## src/rtl/riscv_lsu_if.sv

```systemverilog
`default_nettype none
// ============================================================================
// Module      : riscv_lsu_if
// Description : Core request/response and picorv32-style memory bus bundle
//               for the load/store unit.
// Revision    : 1.0 - initial release
// ============================================================================
interface riscv_lsu_if #(
    parameter int XLEN = 32
);
    localparam int NB = XLEN / 8;

    logic              req_valid;
    logic              req_ready;
    logic              req_store;
    logic [2:0]        req_funct3;
    logic [XLEN-1:0]   req_addr;
    logic [XLEN-1:0]   req_wdata;

    logic              resp_valid;
    logic [XLEN-1:0]   resp_rdata;
    logic              resp_err;
    logic [1:0]        resp_cause;

    logic              mem_valid;
    logic              mem_instr;
    logic              mem_ready;
    logic [XLEN-1:0]   mem_addr;
    logic [XLEN-1:0]   mem_wdata;
    logic [NB-1:0]     mem_wstrb;
    logic [XLEN-1:0]   mem_rdata;

    // LSU side: accepts core requests, masters the memory bus
    modport slave (
        input  req_valid, req_store, req_funct3, req_addr, req_wdata,
        input  mem_ready, mem_rdata,
        output req_ready, resp_valid, resp_rdata, resp_err, resp_cause,
        output mem_valid, mem_instr, mem_addr, mem_wdata, mem_wstrb
    );

    // Environment side: core issuing requests plus the memory responding
    modport master (
        output req_valid, req_store, req_funct3, req_addr, req_wdata,
        output mem_ready, mem_rdata,
        input  req_ready, resp_valid, resp_rdata, resp_err, resp_cause,
        input  mem_valid, mem_instr, mem_addr, mem_wdata, mem_wstrb
    );
endinterface
`default_nettype wire

```

## src/rtl/riscv_lsu.sv

```systemverilog
`default_nettype none
// ============================================================================
// Module      : riscv_lsu
// Description : RV32/RV64 load/store unit: lane decode, store alignment,
//               load extension, misaligned/illegal trapping. Optional bus
//               timeout enabled by defining RISCV_LSU_TIMEOUT_EN.
// Revision    : 1.0 - initial release
// ============================================================================
module riscv_lsu #(
    parameter int XLEN    = 32,
    parameter int TIMEOUT = 255
) (
    input  logic        clk,
    input  logic        reset,
    riscv_lsu_if.slave  bus
);
    localparam int NB  = XLEN / 8;
    localparam int OFS = $clog2(NB);

    localparam logic [1:0] S_IDLE = 2'd0;
    localparam logic [1:0] S_BUS  = 2'd1;
    localparam logic [1:0] S_ERR  = 2'd2;
    localparam logic [1:0] S_RESP = 2'd3;

    logic [1:0]      r_state;
    logic            r_mem_valid;
    logic [XLEN-1:0] r_mem_addr;
    logic [XLEN-1:0] r_mem_wdata;
    logic [NB-1:0]   r_mem_wstrb;
    logic            r_resp_valid;
    logic            r_resp_err;
    logic [1:0]      r_resp_cause;
    logic [XLEN-1:0] r_resp_rdata;
    logic            r_store;
    logic [2:0]      r_funct3;
    logic [OFS-1:0]  r_off;

`ifdef RISCV_LSU_TIMEOUT_EN
    localparam int c_CNT_W = $clog2(TIMEOUT + 1);
    logic [c_CNT_W-1:0] r_cnt;
`else
    logic w_unused_timeout;
    assign w_unused_timeout = (TIMEOUT != 0);
`endif

    // Request decode
    logic [3:0]      w_bytes;
    logic [OFS-1:0]  w_off;
    logic [OFS-1:0]  w_align;
    logic            w_legal;
    logic            w_misaligned;
    logic [8:0]      w_mask_full;
    logic [NB-1:0]   w_strb;
    logic [XLEN-1:0] w_wdata;
    logic [XLEN-1:0] w_addr;

    assign w_bytes      = 4'd1 << bus.req_funct3[1:0];
    assign w_off        = bus.req_addr[OFS-1:0];
    assign w_align      = OFS'(w_bytes - 4'd1);
    assign w_misaligned = (w_off & w_align) != '0;
    assign w_mask_full  = (9'd1 << w_bytes) - 9'd1;
    assign w_strb       = w_mask_full[NB-1:0] << w_off;
    assign w_wdata      = bus.req_wdata << {w_off, 3'b000};
    assign w_addr       = {bus.req_addr[XLEN-1:OFS], {OFS{1'b0}}};

    always_comb begin
        w_legal = 1'b0;
        if (bus.req_store) begin
            case (bus.req_funct3)
                3'b000, 3'b001, 3'b010: w_legal = 1'b1;
                3'b011:                 w_legal = (XLEN == 64);
                default:                w_legal = 1'b0;
            endcase
        end else begin
            case (bus.req_funct3)
                3'b000, 3'b001, 3'b010, 3'b100, 3'b101: w_legal = 1'b1;
                3'b011, 3'b110:                         w_legal = (XLEN == 64);
                default:                                w_legal = 1'b0;
            endcase
        end
    end

    // Load extraction: shift the addressed bytes to the top, then shift back
    // logically (zero-extend) or arithmetically (sign-extend).
    logic [XLEN-1:0]        w_rsh;
    logic [6:0]             w_bits;
    logic [6:0]             w_shamt;
    logic [XLEN-1:0]        w_trunc;
    logic signed [XLEN-1:0] w_trunc_s;
    logic [XLEN-1:0]        w_zext;
    logic [XLEN-1:0]        w_sext;
    logic [XLEN-1:0]        w_load;

    assign w_rsh     = bus.mem_rdata >> {r_off, 3'b000};
    assign w_bits    = 7'd8 << r_funct3[1:0];
    assign w_shamt   = 7'(XLEN) - w_bits;
    assign w_trunc   = w_rsh << w_shamt;
    assign w_trunc_s = w_trunc;
    assign w_zext    = w_trunc >> w_shamt;
    assign w_sext    = w_trunc_s >>> w_shamt;
    assign w_load    = r_funct3[2] ? w_zext : w_sext;

    always_ff @(posedge clk or posedge reset) begin
        if (reset) begin
            r_state      <= S_IDLE;
            r_mem_valid  <= 1'b0;
            r_mem_addr   <= '0;
            r_mem_wdata  <= '0;
            r_mem_wstrb  <= '0;
            r_resp_valid <= 1'b0;
            r_resp_err   <= 1'b0;
            r_resp_cause <= 2'b00;
            r_resp_rdata <= '0;
            r_store      <= 1'b0;
            r_funct3     <= 3'b000;
            r_off        <= '0;
`ifdef RISCV_LSU_TIMEOUT_EN
            r_cnt        <= '0;
`endif
        end else begin
            r_resp_valid <= 1'b0;
            r_resp_err   <= 1'b0;
            r_resp_cause <= 2'b00;
            r_resp_rdata <= '0;
            case (r_state)
                S_IDLE: begin
                    if (bus.req_valid) begin
                        // Illegal funct3 takes priority over alignment
                        if (!w_legal) begin
                            r_state      <= S_ERR;
                            r_resp_valid <= 1'b1;
                            r_resp_err   <= 1'b1;
                            r_resp_cause <= 2'b10;
                        end else if (w_misaligned) begin
                            r_state      <= S_ERR;
                            r_resp_valid <= 1'b1;
                            r_resp_err   <= 1'b1;
                            r_resp_cause <= 2'b01;
                        end else begin
                            r_state     <= S_BUS;
                            r_mem_valid <= 1'b1;
                            r_mem_addr  <= w_addr;
                            r_mem_wdata <= w_wdata;
                            r_mem_wstrb <= bus.req_store ? w_strb : '0;
                            r_store     <= bus.req_store;
                            r_funct3    <= bus.req_funct3;
                            r_off       <= w_off;
`ifdef RISCV_LSU_TIMEOUT_EN
                            r_cnt       <= '0;
`endif
                        end
                    end
                end
                S_BUS: begin
                    if (bus.mem_ready) begin
                        r_state      <= S_RESP;
                        r_mem_valid  <= 1'b0;
                        r_mem_wstrb  <= '0;
                        r_resp_valid <= 1'b1;
                        r_resp_rdata <= r_store ? '0 : w_load;
                    end
`ifdef RISCV_LSU_TIMEOUT_EN
                    else if (r_cnt == c_CNT_W'(TIMEOUT - 1)) begin
                        r_state      <= S_RESP;
                        r_mem_valid  <= 1'b0;
                        r_mem_wstrb  <= '0;
                        r_resp_valid <= 1'b1;
                        r_resp_err   <= 1'b1;
                        r_resp_cause <= 2'b11;
                    end else begin
                        r_cnt <= r_cnt + 1'b1;
                    end
`endif
                end
                S_ERR, S_RESP: r_state <= S_IDLE;
                default:       r_state <= S_IDLE;
            endcase
        end
    end

    assign bus.req_ready  = (r_state == S_IDLE);
    assign bus.resp_valid = r_resp_valid;
    assign bus.resp_rdata = r_resp_rdata;
    assign bus.resp_err   = r_resp_err;
    assign bus.resp_cause = r_resp_cause;
    assign bus.mem_valid  = r_mem_valid;
    assign bus.mem_instr  = 1'b0;
    assign bus.mem_addr   = r_mem_addr;
    assign bus.mem_wdata  = r_mem_wdata;
    assign bus.mem_wstrb  = r_mem_wstrb;
endmodule
`default_nettype wire

```

## src/flat_wrapper.sv

```systemverilog
// flat-port wrapper written by rule: the top's interface ports become plain ports
module riscv_lsu_flat 
#(
    parameter int XLEN    = 32,
    parameter int TIMEOUT = 255
)
  (clk, reset, bus_req_valid, bus_req_store, bus_req_funct3, bus_req_addr, bus_req_wdata, bus_mem_ready, bus_mem_rdata, bus_req_ready, bus_resp_valid, bus_resp_rdata, bus_resp_err, bus_resp_cause, bus_mem_valid, bus_mem_instr, bus_mem_addr, bus_mem_wdata, bus_mem_wstrb);
  riscv_lsu_if #(.XLEN(XLEN)) bus_i ();
  input  logic clk;
  input  logic reset;
  input wire logic [$bits(bus_i.req_valid)-1:0] bus_req_valid;
  input wire logic [$bits(bus_i.req_store)-1:0] bus_req_store;
  input wire logic [$bits(bus_i.req_funct3)-1:0] bus_req_funct3;
  input wire logic [$bits(bus_i.req_addr)-1:0] bus_req_addr;
  input wire logic [$bits(bus_i.req_wdata)-1:0] bus_req_wdata;
  input wire logic [$bits(bus_i.mem_ready)-1:0] bus_mem_ready;
  input wire logic [$bits(bus_i.mem_rdata)-1:0] bus_mem_rdata;
  output wire logic [$bits(bus_i.req_ready)-1:0] bus_req_ready;
  output wire logic [$bits(bus_i.resp_valid)-1:0] bus_resp_valid;
  output wire logic [$bits(bus_i.resp_rdata)-1:0] bus_resp_rdata;
  output wire logic [$bits(bus_i.resp_err)-1:0] bus_resp_err;
  output wire logic [$bits(bus_i.resp_cause)-1:0] bus_resp_cause;
  output wire logic [$bits(bus_i.mem_valid)-1:0] bus_mem_valid;
  output wire logic [$bits(bus_i.mem_instr)-1:0] bus_mem_instr;
  output wire logic [$bits(bus_i.mem_addr)-1:0] bus_mem_addr;
  output wire logic [$bits(bus_i.mem_wdata)-1:0] bus_mem_wdata;
  output wire logic [$bits(bus_i.mem_wstrb)-1:0] bus_mem_wstrb;
  assign bus_i.req_valid = bus_req_valid;
  assign bus_i.req_store = bus_req_store;
  assign bus_i.req_funct3 = bus_req_funct3;
  assign bus_i.req_addr = bus_req_addr;
  assign bus_i.req_wdata = bus_req_wdata;
  assign bus_i.mem_ready = bus_mem_ready;
  assign bus_i.mem_rdata = bus_mem_rdata;
  assign bus_req_ready = bus_i.req_ready;
  assign bus_resp_valid = bus_i.resp_valid;
  assign bus_resp_rdata = bus_i.resp_rdata;
  assign bus_resp_err = bus_i.resp_err;
  assign bus_resp_cause = bus_i.resp_cause;
  assign bus_mem_valid = bus_i.mem_valid;
  assign bus_mem_instr = bus_i.mem_instr;
  assign bus_mem_addr = bus_i.mem_addr;
  assign bus_mem_wdata = bus_i.mem_wdata;
  assign bus_mem_wstrb = bus_i.mem_wstrb;
  riscv_lsu #(.XLEN(XLEN), .TIMEOUT(TIMEOUT)) u_core (.clk(clk), .reset(reset), .bus(bus_i));
endmodule
```

## config.mk

```make
export PLATFORM = sky130hd
export DESIGN_NAME = riscv_lsu_flat
export DESIGN_NICKNAME = d
export VERILOG_FILES = /design/src/rtl/riscv_lsu_if.sv /design/src/rtl/riscv_lsu.sv /design/src/flat_wrapper.sv
export SDC_FILE = /design/constraint.sdc
export NUM_CORES = 1
export LEC_CHECK = 0
export ABC_CLOCK_PERIOD_IN_PS = 5400
export CAP_MARGIN = 20
export CORE_MARGIN = 2
export CORE_UTILIZATION = 40
export DETAILED_ROUTE_END_ITERATION = 8
export GPL_TIMING_DRIVEN = 0
export HOLD_SLACK_MARGIN = 0.05
export MAX_ROUTING_LAYER = met4
export PLACE_DENSITY = 0.75
export SLEW_MARGIN = 40
export SYNTH_ARGS = -nofsm -noshare
export SYNTH_HDL_FRONTEND = slang
export SYNTH_SLANG_ARGS = --single-unit
```

## constraint.sdc

```tcl
create_clock -name clk -period 5.4 [get_ports clk]
set_input_delay 0.54 -clock clk [delete_from_list [all_inputs] [get_ports clk]]
set_output_delay 0.54 -clock clk [all_outputs]
set_load 0.05 [all_outputs]
```

Yosys cells after proc, flatten, opt, wreduce, memory -nomap -nowiden
Cells that the tools add are included.
Storage, ports and cells
  word-level logic and storage cells: 80
  input bits: 104
  register bits after elaboration: 111
Cells by class
  $add $sub $neg: 3
  shift operators: 9
  bitwise operators: 2
  mux-type cells: 33
  reductions and logical operators: 10
  equality and inequality tests: 11
Operator list (number)
  32-bit 2-to-1 mux: 4
  32-bit by 5-bit << shifter with 32-bit output: 1
  32-bit by 7-bit << shifter with 32-bit output: 1
  32-bit by 5-bit right shift with 32-bit output: 1
  32-bit by 7-bit right shift with 32-bit output: 1
  32-bit by 7-bit >>> shifter with 32-bit output: 1
  4-bit 2-to-1 mux: 5
  2-bit 2-to-1 mux: 7
  1-bit 2-to-1 mux: 13
  4-bit one-hot mux with 2 select lines: 1
  4-bit by 2-bit << shifter with 7-bit output (first input constant): 1
  6-bit by 7-bit subtractor with 7-bit output (first input constant): 1
  3-bit == test (second input constant): 2
  2-bit != test (second input constant): 3
  2-bit one-hot mux with 3 select lines: 1
  5-bit AND reduction: 1
  5-bit OR reduction: 1
  2-bit == test (second input constant): 2
  1-bit one-hot mux with 2 select lines: 2
  4-bit AND reduction: 1
  2-bit nonzero test: 2
  1-bit by 2-bit << shifter with 4-bit output (first input constant): 1
  1-bit by 4-bit << shifter with 4-bit output (first input constant): 1
  4-bit by 2-bit << shifter with 4-bit output: 1
  13 further kinds: 13

Logic depth before layout (Yosys ltp)
  word-level depth: 9
  mapped depth: 7
  mapped depth without buffers: 6

Worst setup path before layout
No wires, ideal clock.
  path type: reg2reg
  from: register u_core.r_state[0]
  to: register u_core.r_mem_addr[10] (netlist: u_core.bus.mem_addr[10])
  path slack: 3.241 ns
  cell stages (with the launch flop): 6
  data arrival time: 2.034 ns
  cells stage by stage: dfrtp_1 nor2_1 o211ai_2 buf_6 buf_6 mux2_4
On the way
  word-level cells in the longest chain between the ends: 2
RTL lines
  from (decl): RTL line riscv_lsu.sv:25  | logic [1:0] r_state;
  from (signal assigned): RTL line riscv_lsu.sv:105  | r_state <= S_IDLE;
  from (signal assigned): RTL line riscv_lsu.sv:130  | r_state <= S_ERR;
  from (signal assigned): RTL line riscv_lsu.sv:135  | r_state <= S_ERR;
  2-bit logical NOT
  named net bus_req_ready: RTL line flat_wrapper.sv:18  | output wire logic [$bits(bus_i.req_ready)-1:0] bus_req_ready;
  4-bit AND reduction (no source line)
  to (signal assigned): RTL line riscv_lsu.sv:142  | r_mem_addr <= w_addr;
  to (decl): RTL line riscv_lsu.sv:27  | logic [XLEN-1:0] r_mem_addr;
The timed path passes the listed nets, and every way through them passes these cells.
A chain may end at the register's enable or synchronous reset.

Final worst setup path
  from: register u_core.r_state[0]
  to: output port bus_req_ready
On the way
  word-level cells in the longest chain between the ends: 1
RTL lines
  2-bit logical NOT: RTL line riscv_lsu.sv:181  | assign bus.req_ready = (r_state == S_IDLE);
  to (decl): RTL line flat_wrapper.sv:18
Every way passes these cells.

==> impl_metrics.env <==
export IMPL_outcome="finished, final reports clean"
export IMPL_worstSetupPathType="register to output pin"
export IMPL_cts_tree="built"
export IMPL_die_area_um2=14300
export IMPL_critical_path_buf_inv_count=1
export IMPL_crit_fanout=3
export IMPL_worst_slack_ns=2.99
export IMPL_cts_buffers=9
export IMPL_setup_tns_ns=0
export IMPL_hold_viol_final=0
export IMPL_num_vias=4572
export IMPL_finalNetCount=807
export IMPL_slew_headroom=0.586
export IMPL_drc=0
export IMPL_dp_worst_setup_slack_ns=2.84
export IMPL_min_delay_start="u_core.r_state[1]"
export IMPL_whs_path_depth=1
export IMPL_clock_sinks=111
export IMPL_power_density_nw_per_um2=571
export IMPL_period_needed_ns=2.41
export IMPL_finalClockSkew_ns=0.00993
export IMPL_rr_worst_depth=4
export IMPL_hold_buffers=0
export IMPL_area_growth_pct=48.7
export IMPL_layout_commonest_cell="clkdlybuf4s50_1"
export IMPL_cpMaxStageDelayCell="clkdlybuf4s50_1"
export IMPL_rsz0062_at_grt="false"
export IMPL_antenna_found_initial=0
export IMPL_routed_via_density=5.18
export IMPL_dp_hpwl_um=11900
export IMPL_ant_nets=0
export IMPL_tightest_slew_ns=0.618
export IMPL_cts_resized_gates=0
export IMPL_peakVddDrop_uv=369
export IMPL_numPortBuffers=205
export IMPL_hold_end="u_core.r_state[0]"
export IMPL_grtUsageTotal=0.233
export IMPL_core_area_um2=13100
export IMPL_postCtsSetupBuffers=0
export IMPL_min_period_over_period=0.446
export IMPL_layout_drive_gt1_share=0.140
export IMPL_grt_overflow=0
export IMPL_synth_top_cell_area_share=0.521
export IMPL_n_antenna_cell=0
export IMPL_path_cells="nor2_1 -> clkdlybuf4s50_1"
export IMPL_initial_core_util=0.406
export IMPL_worstHoldPathType="register to register"
export IMPL_htreeDepth=3
export IMPL_yosysSeqAreaShare=0.521
export IMPL_critPathMaxStageDelay_ns=0.86
export IMPL_yosys_warnings=0
export IMPL_die_w_um=120
export IMPL_cellLeakagePower_uw=0.00342
export IMPL_utilization=0.604
export IMPL_finalSetupViolCount=0
export IMPL_ios=211
export IMPL_synth_area_um2=5340
export IMPL_routed_wl_um=15900
export IMPL_maxCapViolCount=0
export IMPL_cts_root_buf="clkbuf_16"
export IMPL_worstPathRequired_ns=4.86
export IMPL_final_cell_mix="clkdlybuf4s50_1, dfrtp_1, nand2_1, a21oi_1, mux2i_1"
export IMPL_start_kind="register"
export IMPL_grt_first_pass_wirelength_um=25000
export IMPL_dr_pass1_iters=6
export IMPL_fmax_mhz=415
export IMPL_clockBufferDepth=2
export IMPL_insertion_delay_ns=0.35
export IMPL_drtIter0Drc=284
export IMPL_clk_pin_slew_worst_paths_ns=0.07
export IMPL_synth_area_leaders="dfrtp_1, mux2i_1, mux2_2"
export IMPL_grt_pass1_vias=4635
export IMPL_crit_path_end_kind="output pin"
export IMPL_ys_types=45
export IMPL_die_h_um=120
export IMPL_rrSetupSlack_ns=3.53
export IMPL_synth_largest_area_cell="dfrtp_1"
export IMPL_place_gp_congestion=0.913
export IMPL_cpLargestDelayFamily="buffers and inverters"
export IMPL_ys_seq_elements=111
export IMPL_drv_slew=0
export IMPL_wire_per_inst_um=18.1
export IMPL_worstPathArrival_ns=1.87
export IMPL_reg2reg_to="u_core.bus.resp_rdata[10]"
export IMPL_num_rows=42
export IMPL_synth_area_per_cell_um2=11.1
export IMPL_syn_inst=482
export IMPL_grt_max_degree=79
export IMPL_r2r_start="u_core.r_funct3[0]"
==> logic make-up after synthesis <==
family | Yosys count | share of synthesized area
AND/OR/NAND/NOR | 129 | 0.117
AO/OA/AOI/OAI | 112 | 0.132
flip-flops | 111 | 0.521
multiplexers | 82 | 0.181
buffers and inverters | 44 | 0.0427
adder cells (fa/ha/maj) | 2 | 0.00469
other | 1 | 0.000703
XOR/XNOR | 1 | 0.00164
==> through the flow <==
step | total power (uW) | hold WS, ns | cells | area, um2
2_1_floorplan | 3020 | 0.426 | 484 | 5340
3_3_place_gp | 3850 | 0.435 | 865 | 7620
3_5_place_dp | 3890 | 0.471 | 866 | 7650
4_1_cts | 4560 | 0.478 | 882 | 7940
5_1_grt | 4750 | 0.495 | 882 | 7940
6_report | 4540 | 0.471 | 882 | 7940
==> worst max-delay path by stage <==
| stage | start | to | slack (ns) | cells past startpoint |
|---|---|---|---|---|
| final | u_core.r_state[0] | bus_req_ready | 2.99 | 2 |
| after global routing | u_core.r_state[0] | bus_req_ready | 2.89 | 2 |
| after CTS | u_core.r_state[0] | bus_req_ready | 2.95 | 2 |
| after detailed placement | bus_req_funct3[0] | u_core.bus.mem_wstrb[1] | 2.84 | 7 |
| after global placement | reset | u_core.bus.mem_wdata[17] | 0.43 | 2 |
| after floorplan | reset | u_core.bus.mem_addr[10] | 1.93 | 1 |
==> worst reg2reg max path, delay by kind of cell, from the launching register on <==
| kind | cells | cell delay, ns |
|---|---|---|
| flops | 1 | 0.42 |
| compound gates | 2 | 0.45 |
| xor+xnor | 1 | 0.55 |
| buf+inv | 1 | 0.36 |
==> cell type report <==
class	instances	area [um2]
Multi-Input combinational cell	329	2340
Tap cell	176	220
Clock buffer	13	260
Sequential cell	111	2780
Buffer	37	201
Timing Repair Buffer	206	2080
Inverter	7	33.8
Fill cell	1133	5200
Clock inverter	3	25.0
==> per-layer routing <==
metal / share of wire / vias to the layer above / global-route usage
met2: 0.49 / 204 / 0.376
met1: 0.43 / 2226 / 0.294
met5: 0 / - / -
met3: 0.069 / 19 / 0.0475
li1: - / 2123 / -
met4: 0.016 / 0 / 0.0831
==> flip-flops by register name, indices dropped and copies added, names as in the netlist <==
signal                 cells
u_core.r_store             1
u_core.r_state             2
u_core.r_funct3            3
u_core.bus.mem_wdata      32
u_core.bus.mem_valid       1
u_core.bus.mem_addr       30
u_core.bus.resp_err        1
u_core.r_off               2
u_core.bus.resp_valid      1
u_core.bus.mem_wstrb       4
u_core.bus.resp_rdata     32
u_core.bus.resp_cause      2
==> synth_stat cells (all sizes together) <==
cell,count
ha,2
o31a,1
nor3b,1
inv,7
or2,3
a2bb2oi,1
nand3b,2
clkbuf,10
o41ai,2
mux2,48
nand3,7
a21oi,37
buf,27
a31oi,1
a211oi,19
a21o,1
dfrtp,111
o22ai,1
nor2b,13
nand2,54
and2,7
o22a,1
nor3,4
a221oi,1
o31ai,8
or3,1
conb,1
xor2,1
nand2b,7
o211ai,3
a311oi,3
a21boi,1
mux2i,33
o21ai,31
nor2,29
nor4,1
mux4,1
a32oi,1
==> report_power, final <==
| part | leakage, uW | total, uW | internal [uW] | switching (uW) |
|---|---|---|---|---|
| registers | 0.00143 | 1300 | 1130 | 175 |
| logic | 0.00186 | 2580 | 949 | 1640 |
| clock network | 0.000136 | 647 | 342 | 305 |
| total | 0.00342 | 4540 | 2420 | 2120 |
Power figures use the tool's default switching activity.
